`config.mk`:
```
export PLATFORM = sky130hd
export DESIGN_NAME = game_sequencer_flat
export DESIGN_NICKNAME = d
export VERILOG_FILES = /design/src/rtl/game_pkg.sv /design/src/rtl/game_sequencer_if.sv /design/src/rtl/game_sequencer_edge_detect.sv /design/src/rtl/game_sequencer.sv /design/src/flat_wrapper.sv
export SDC_FILE = /design/constraint.sdc
export NUM_CORES = 1
export LEC_CHECK = 0
export ABC_AREA = 1
export CAP_MARGIN = 20
export CORE_ASPECT_RATIO = 0.7
export CORE_MARGIN = 2
export CORE_UTILIZATION = 30
export CTS_CLUSTER_SIZE = 24
export DETAILED_ROUTE_END_ITERATION = 6
export DONT_BUFFER_PORTS = 1
export GPL_ROUTABILITY_DRIVEN = 0
export PLACE_DENSITY = 0.49
export SLEW_MARGIN = 30
export SYNTH_ARGS = -nofsm -noshare
export SYNTH_HDL_FRONTEND = slang
export SYNTH_SLANG_ARGS = --single-unit
export TNS_END_PERCENT = 10
```
`constraint.sdc`:
```
create_clock -name clk -period 2.5 [get_ports clk]
set_input_delay 0.5 -clock clk [delete_from_list [all_inputs] [get_ports clk]]
set_output_delay 0.5 -clock clk [all_outputs]
set_load 0.05 [all_outputs]
```
`src/rtl/game_pkg.sv`:
```
// game_pkg: shared state encoding, output widths and default parameters for
// the game sequencer slice.
package game_pkg;

  typedef enum logic [1:0] {
    IDLE   = 2'd0,
    PLAY   = 2'd1,
    PAUSED = 2'd2,
    OVER   = 2'd3
  } game_state_e;

  localparam int SCORE_W = 8;
  localparam int LEVEL_W = 3;

  localparam int DEF_TICK_DIV   = 3200;
  localparam int DEF_COLS       = 16;
  localparam int DEF_SPAWN_BASE = 8;
  localparam int DEF_LEVEL_STEP = 16;
  localparam int DEF_MAX_LEVEL  = 7;

  // Saturating score increment (sticks at all-ones).
  function automatic logic [SCORE_W-1:0] score_inc(input logic [SCORE_W-1:0] s);
    return (s == '1) ? s : s + 1'b1;
  endfunction

endpackage

```
`src/rtl/game_sequencer_if.sv`:
```
// game_sequencer_if: spawn request handshake between sequencer (master) and
// playfield (slave).
interface game_sequencer_if #(
  parameter int COL_W = 4
) ();
  logic             spawn_valid;
  logic [COL_W-1:0] spawn_col;
  logic             spawn_ready;

  modport master (output spawn_valid, output spawn_col, input  spawn_ready);
  modport slave  (input  spawn_valid, input  spawn_col, output spawn_ready);
endinterface

```
`src/rtl/game_sequencer_edge_detect.sv`:
```
// edge_detect: rising-edge pulse against the previous-cycle sample. The
// history register has no reset so it keeps tracking the button while the
// rest of the design is held in reset; a button held through reset release
// therefore does not fire.
module edge_detect (
  input  logic clk,
  input  logic din,
  output logic pulse
);
  logic q;

  // Previous-cycle sample of the input.
  always_ff @(posedge clk) q <= din;

  assign pulse = din & ~q;
endmodule

```
`src/rtl/game_sequencer.sv`:
```
// game_sequencer: game FSM, LFSR control, tick divider, spawn scheduler,
// score and difficulty level.
// Optional build macro SPAWN_NO_REPEAT_EN: avoid spawning in the same column
// as the last accepted spawn by bumping to the next column.
module game_sequencer
  import game_pkg::*;
#(
  parameter int TICK_DIV   = DEF_TICK_DIV,
  parameter int COLS       = DEF_COLS,
  parameter int SPAWN_BASE = DEF_SPAWN_BASE,
  parameter int LEVEL_STEP = DEF_LEVEL_STEP,
  parameter int MAX_LEVEL  = DEF_MAX_LEVEL
) (
  input  logic                clk,
  input  logic                reset,
  input  logic                start_btn,
  input  logic                pause_btn,
  input  logic                collision,
  input  logic [3:0]          rnd,
  output logic                lfsr_reset,
  output logic                lfsr_pause,
  output logic                lfsr_gameover,
  game_sequencer_if.master    spawn,
  output logic                tick,
  output logic [SCORE_W-1:0]  score,
  output logic [LEVEL_W-1:0]  level,
  output game_state_e         state
);

  localparam int COL_W = $clog2(COLS);
  localparam int TCW   = $clog2(TICK_DIV + 1);
  localparam int SCW   = $clog2(SPAWN_BASE + 1);
  localparam int LSW   = $clog2(LEVEL_STEP + 1);

  game_state_e        state_q, state_nx;
  logic               start_e, pause_e;
  logic [TCW-1:0]     tcnt;
  logic               tick_q;
  logic [SCW-1:0]     stimer;
  logic [SCW-1:0]     interval;
  logic               pending;
  logic [COL_W-1:0]   col_q, raw_col, new_col;
  logic [SCORE_W-1:0] score_q;
  logic [LEVEL_W-1:0] level_q;
  logic [LSW-1:0]     lstep;
  logic               game_start, run, accept, tick_play, spawn_due;

  edge_detect u_start_ed (.clk(clk), .din(start_btn), .pulse(start_e));
  edge_detect u_pause_ed (.clk(clk), .din(pause_btn), .pulse(pause_e));

  // Next state plus state-decoded outputs.
  always_comb begin
    state_nx          = state_q;
    lfsr_reset        = 1'b0;
    lfsr_pause        = 1'b0;
    lfsr_gameover     = 1'b0;
    spawn.spawn_valid = 1'b0;
    case (state_q)
      IDLE: begin
        lfsr_reset = 1'b1;
        if (start_e) state_nx = PLAY;
      end
      PLAY: begin
        spawn.spawn_valid = pending;
        if (collision)    state_nx = OVER;
        else if (pause_e) state_nx = PAUSED;
      end
      PAUSED: begin
        lfsr_pause = 1'b1;
        if (pause_e) state_nx = PLAY;
      end
      OVER: begin
        lfsr_gameover = 1'b1;
        if (start_e) state_nx = IDLE;
      end
      default: state_nx = IDLE;
    endcase
  end

  assign game_start = (state_q == IDLE) & start_e;
  // The divider only advances while staying in PLAY, so a tick is never
  // emitted into PAUSED/OVER and the count is frozen across a pause.
  assign run        = (state_q == PLAY) & (state_nx == PLAY);
  assign accept     = spawn.spawn_valid & spawn.spawn_ready;
  assign tick_play  = tick_q & (state_q == PLAY) & ~pending;
  assign interval   = SCW'(SPAWN_BASE) - SCW'(level_q);
  assign spawn_due  = tick_play & (SCW'(stimer + 1'b1) == interval);
  assign raw_col    = rnd[COL_W-1:0];

`ifdef SPAWN_NO_REPEAT_EN
  logic [COL_W-1:0] last_col;

  // Column of the last accepted spawn; wraps naturally since COLS is 2^n.
  always_ff @(posedge clk) begin
    if (reset || game_start) last_col <= '0;
    else if (accept)         last_col <= col_q;
  end

  assign new_col = (raw_col == last_col) ? raw_col + 1'b1 : raw_col;
`else
  assign new_col = raw_col;
`endif

  // Game state register.
  always_ff @(posedge clk) begin
    if (reset) state_q <= IDLE;
    else       state_q <= state_nx;
  end

  // Clock divider producing the registered one-cycle tick.
  always_ff @(posedge clk) begin
    if (reset || game_start) begin
      tcnt   <= '0;
      tick_q <= 1'b0;
    end else begin
      tick_q <= run && (tcnt == TCW'(TICK_DIV - 1));
      if (run) tcnt <= (tcnt == TCW'(TICK_DIV - 1)) ? '0 : tcnt + 1'b1;
    end
  end

  // Spawn timer and single-entry pending slot; timer halts while pending.
  always_ff @(posedge clk) begin
    if (reset) begin
      pending <= 1'b0;
      stimer  <= '0;
      col_q   <= '0;
    end else if (game_start) begin
      pending <= 1'b0;
      stimer  <= '0;
    end else if ((state_q == PLAY) && collision) begin
      pending <= 1'b0;
    end else if (accept) begin
      pending <= 1'b0;
    end else if (spawn_due) begin
      pending <= 1'b1;
      col_q   <= new_col;
      stimer  <= '0;
    end else if (tick_play) begin
      stimer  <= stimer + 1'b1;
    end
  end

  // Score and difficulty level advance on each accepted spawn.
  always_ff @(posedge clk) begin
    if (reset || game_start) begin
      score_q <= '0;
      level_q <= '0;
      lstep   <= '0;
    end else if (accept) begin
      score_q <= score_inc(score_q);
      if (lstep == LSW'(LEVEL_STEP - 1)) begin
        lstep <= '0;
        if (level_q != LEVEL_W'(MAX_LEVEL)) level_q <= level_q + 1'b1;
      end else begin
        lstep <= lstep + 1'b1;
      end
    end
  end

  assign spawn.spawn_col = col_q;
  assign tick            = tick_q;
  assign score           = score_q;
  assign level           = level_q;
  assign state           = state_q;

endmodule

```
`src/flat_wrapper.sv`:
```
// flat-port wrapper written by rule: the top's interface ports become plain ports
module game_sequencer_flat import game_pkg::*;
#(
  parameter int TICK_DIV   = DEF_TICK_DIV,
  parameter int COLS       = DEF_COLS,
  parameter int SPAWN_BASE = DEF_SPAWN_BASE,
  parameter int LEVEL_STEP = DEF_LEVEL_STEP,
  parameter int MAX_LEVEL  = DEF_MAX_LEVEL
)
  (clk, reset, start_btn, pause_btn, collision, rnd, lfsr_reset, lfsr_pause, lfsr_gameover, tick, score, level, state, spawn_spawn_valid, spawn_spawn_col, spawn_spawn_ready);
  game_sequencer_if #(.COL_W(4)) spawn_i ();
  input  logic clk;
  input  logic reset;
  input  logic start_btn;
  input  logic pause_btn;
  input  logic collision;
  input  logic [3:0] rnd;
  output logic lfsr_reset;
  output logic lfsr_pause;
  output logic lfsr_gameover;
  output logic tick;
  output logic [SCORE_W-1:0] score;
  output logic [LEVEL_W-1:0] level;
  output game_state_e state;
  output wire logic [$bits(spawn_i.spawn_valid)-1:0] spawn_spawn_valid;
  output wire logic [$bits(spawn_i.spawn_col)-1:0] spawn_spawn_col;
  input wire logic [$bits(spawn_i.spawn_ready)-1:0] spawn_spawn_ready;
  assign spawn_spawn_valid = spawn_i.spawn_valid;
  assign spawn_spawn_col = spawn_i.spawn_col;
  assign spawn_i.spawn_ready = spawn_spawn_ready;
  game_sequencer #(.TICK_DIV(TICK_DIV), .COLS(COLS), .SPAWN_BASE(SPAWN_BASE), .LEVEL_STEP(LEVEL_STEP), .MAX_LEVEL(MAX_LEVEL)) u_core (.clk(clk), .reset(reset), .start_btn(start_btn), .pause_btn(pause_btn), .collision(collision), .rnd(rnd), .lfsr_reset(lfsr_reset), .lfsr_pause(lfsr_pause), .lfsr_gameover(lfsr_gameover), .spawn(spawn_i), .tick(tick), .score(score), .level(level), .state(state));
endmodule
```
==> results.sh <==
export IMPL_status="complete, no violations"
export IMPL_p_clk_share_pct=35.4
export IMPL_timing_rr_start="u_core.state[1]$_SDFF_PP0_"
export IMPL_diodes=0
export IMPL_comb_power_share_pct=7.0
export IMPL_via_count=1866
export IMPL_seq_power_share_pct=57.6
export IMPL_dieHeight_um=74.8
export IMPL_port_buffers=0
export IMPL_slew_limit_headroom_pct=58.2
export IMPL_cts_root_buf="clkbuf_8"
export IMPL_fp_dieW_um=105
export IMPL_dieArea_um2=7860
export IMPL_total_leakage_power_nw=1.07
export IMPL_cts_tree="yes"
export IMPL_drive_gt1_share_pct=12.0
export IMPL_ys_dominant_reg_cell="dfxtp_1"
export IMPL_tightest_slew_ns=0.626
export IMPL_wl_per_cell_um=10.9
export IMPL_final_common_cell="nand2_1"
export IMPL_period_minus_slack_ns=2.03
export IMPL_clock_skew_ns=0.00577
export IMPL_cts_sinks=42
export IMPL_critPathKind="reg -> out"
export IMPL_startpoint="u_core.state[1]$_SDFF_PP0_"
export IMPL_hold_buffers=0
export IMPL_hold_viol=0
export IMPL_gr_total_overflow=0
export IMPL_synth_seq_cells=42
export IMPL_critPathBufInv=1
export IMPL_dp_hpwl_mm=3.46
export IMPL_drc=0
export IMPL_critPathSlowestCell="dfxtp_1"
export IMPL_layout_nets=342
export IMPL_post_cts_setup_buffer_count=0
export IMPL_core_area_um2=6850
export IMPL_area_growth_pct=13.6
export IMPL_p_sw_mw=0.303
export IMPL_start_util_pct=31.4
export IMPL_slew_violations=0
export IMPL_ys_async_sr_fraction_pct=0
export IMPL_final_cell_mix="73 x nand2_1, 44 x nor2_1, 42 x dfxtp_1"
export IMPL_yosysUniqueCellTypes=35
export IMPL_cpPeakStageDelay_ns=0.73
export IMPL_insertion_delay_ns=0.29
export IMPL_ys_warn_count=0
export IMPL_finalCritPeriodShare_pct=81.2
export IMPL_tns_ns=0
export IMPL_rsz0062_at_grt="false"
export IMPL_clk_path_buf_depth=2
export IMPL_clock_fmax_mhz=493
export IMPL_dr_first_iter_drc_count=87
export IMPL_cp_start_kind="flip-flop"
export IMPL_place_ws_ns=0.508
export IMPL_cts_buffers=5
export IMPL_grt_pass1_vias=1708
export IMPL_grt_max_degree=18
export IMPL_antenna_found_initial=0
export IMPL_synth_edf_count=0
export IMPL_p_int_mw=0.882
export IMPL_ir_drop_mv=0.202
export IMPL_setup_viol=0
export IMPL_clk_pin_slew_ns=0.08
export IMPL_postLayoutCoreUtil_pct=35.6
export IMPL_switching_share_pct=25.5
export IMPL_synthCells=305
export IMPL_path_delay_family="flip-flops"
export IMPL_drv_cap=0
export IMPL_firstDrtPassIters=4
export IMPL_num_rows=25
export IMPL_end_kind="output port"
export IMPL_setup_ws_ns=0.471
export IMPL_ios=32
export IMPL_track_usage_pct=12.7
export IMPL_post_cts_resized=0
export IMPL_hp_class="in -> reg"
export IMPL_htreeDepth=2
export IMPL_grt_first_pass_wirelength_mm=7.93
export IMPL_crit_path_max_fanout=5
export IMPL_synth_cell_area_um2=2150
export IMPL_n_fill_cell=732
export IMPL_crit_arrival_ns=1.53
export IMPL_min_from="start_btn"
export IMPL_ant_nets=0
export IMPL_synth_nets=322
export IMPL_cp_cell_sequence="nand2_1, inv_1"
export IMPL_avgViaCountPerCell=4.45
export IMPL_ys_seq_area_share_pct=39.1
export IMPL_drt_wl_total_mm=4.56
export IMPL_p_per_area_nw_per_um2=485
export IMPL_cp_required_ns=2.00
export IMPL_avgSynthCellArea_um2=7.04
==> kinds of logic (layout without fill, tap and decap cells) <==
family / count (synthesis) / in the layout / share of synthesized area (%)
AO/OA/AOI/OAI: 38 / 38 / 9.84
XOR/XNOR: 5 / 5 / 2.04
adder cells (fa/ha/maj): 7 / 7 / 4.08
buffers and inverters: 45 / 65 / 8.33
flip-flops: 42 / 42 / 39.1
AND/OR/NAND/NOR: 168 / 168 / 36.6
==> registers in the layout (all words and copies together), names as in the netlist, 2 cells and up <==
name	count
u_core.lstep	5
u_core.spawn.spawn_col	4
u_core.tcnt	12
u_core.stimer	4
u_core.level	3
u_core.score	8
u_core.state	2
==> synth_stat cells, types with 4 or more instances <==
master   instances  share of area [%]
inv_1           40                7.0
dfxtp_1         42                 39
o21ai_0          6                1.4
nand2_4          4                2.1
nor2_1          44                7.7
nor3_1          10                2.3
ha_1             7                4.1
nand2_1         73                 13
a21oi_1         22                5.1
nand3_1         19                4.4
==> power by group through the flow <==
stage | sequential (mW) | clock, mW | combinational, mW
after global routing | 0.684 | 0.467 | 0.0927
after detailed placement | 0.699 | 0 | 0.0840
after global placement | 0.698 | 0 | 0.0831
after floorplan | 0.704 | 0 | 0.0581
final | 0.683 | 0.419 | 0.0828
after CTS | 0.683 | 0.449 | 0.0841
==> final timing paths <==
| kind | to | slack [ns] | depth (start not counted) |
|---|---|---|---|
| setup / recovery | lfsr_gameover | 0.47 | 2 |
| hold / removal | u_core.u_start_ed.q$_DFF_P_ | 0.23 | 0 |
| setup reg to reg | u_core.tcnt[5]$_SDFFE_PP0P_ | 0.54 | 7 |
| hold reg to reg | u_core.lstep[4]$_SDFFE_PP0P_ | 0.48 | 2 |
==> routing by layer <==
layer  GRT usage [%]  vias to the layer above  wire [um]
li1                -                     1008          -
met1            17.6                      805       2400
met2            18.8                       49       1780
met3            4.33                        4        337
met4            4.15                        0         42
met5               0                        -          0
==> final cells by class <==
| cell class | count | area, um^2 | share of cell area (%) |
|---|---|---|---|
| well taps | 94 | 118 | 4.82 |
| inverters | 43 | 163 | 6.66 |
| flip-flops and latches | 42 | 841 | 34.4 |
| multi-input cells | 218 | 1130 | 46.2 |
| clock inverters | 2 | 10.0 | 0.410 |
| clock buffers | 5 | 68.8 | 2.82 |
| repair buffers | 15 | 113 | 4.61 |
==> through the flow <==
step	area, um^2	cells	total power [mW]	hold WS, ns
4_1_cts	2440	419	1.22	0.212
5_1_grt	2440	419	1.24	0.207
6_report	2440	419	1.18	0.226
2_1_floorplan	2150	305	0.762	0.431
3_3_place_gp	2360	412	0.781	0.453
3_5_place_dp	2360	412	0.783	0.465
(Power assumes the default switching activity.)
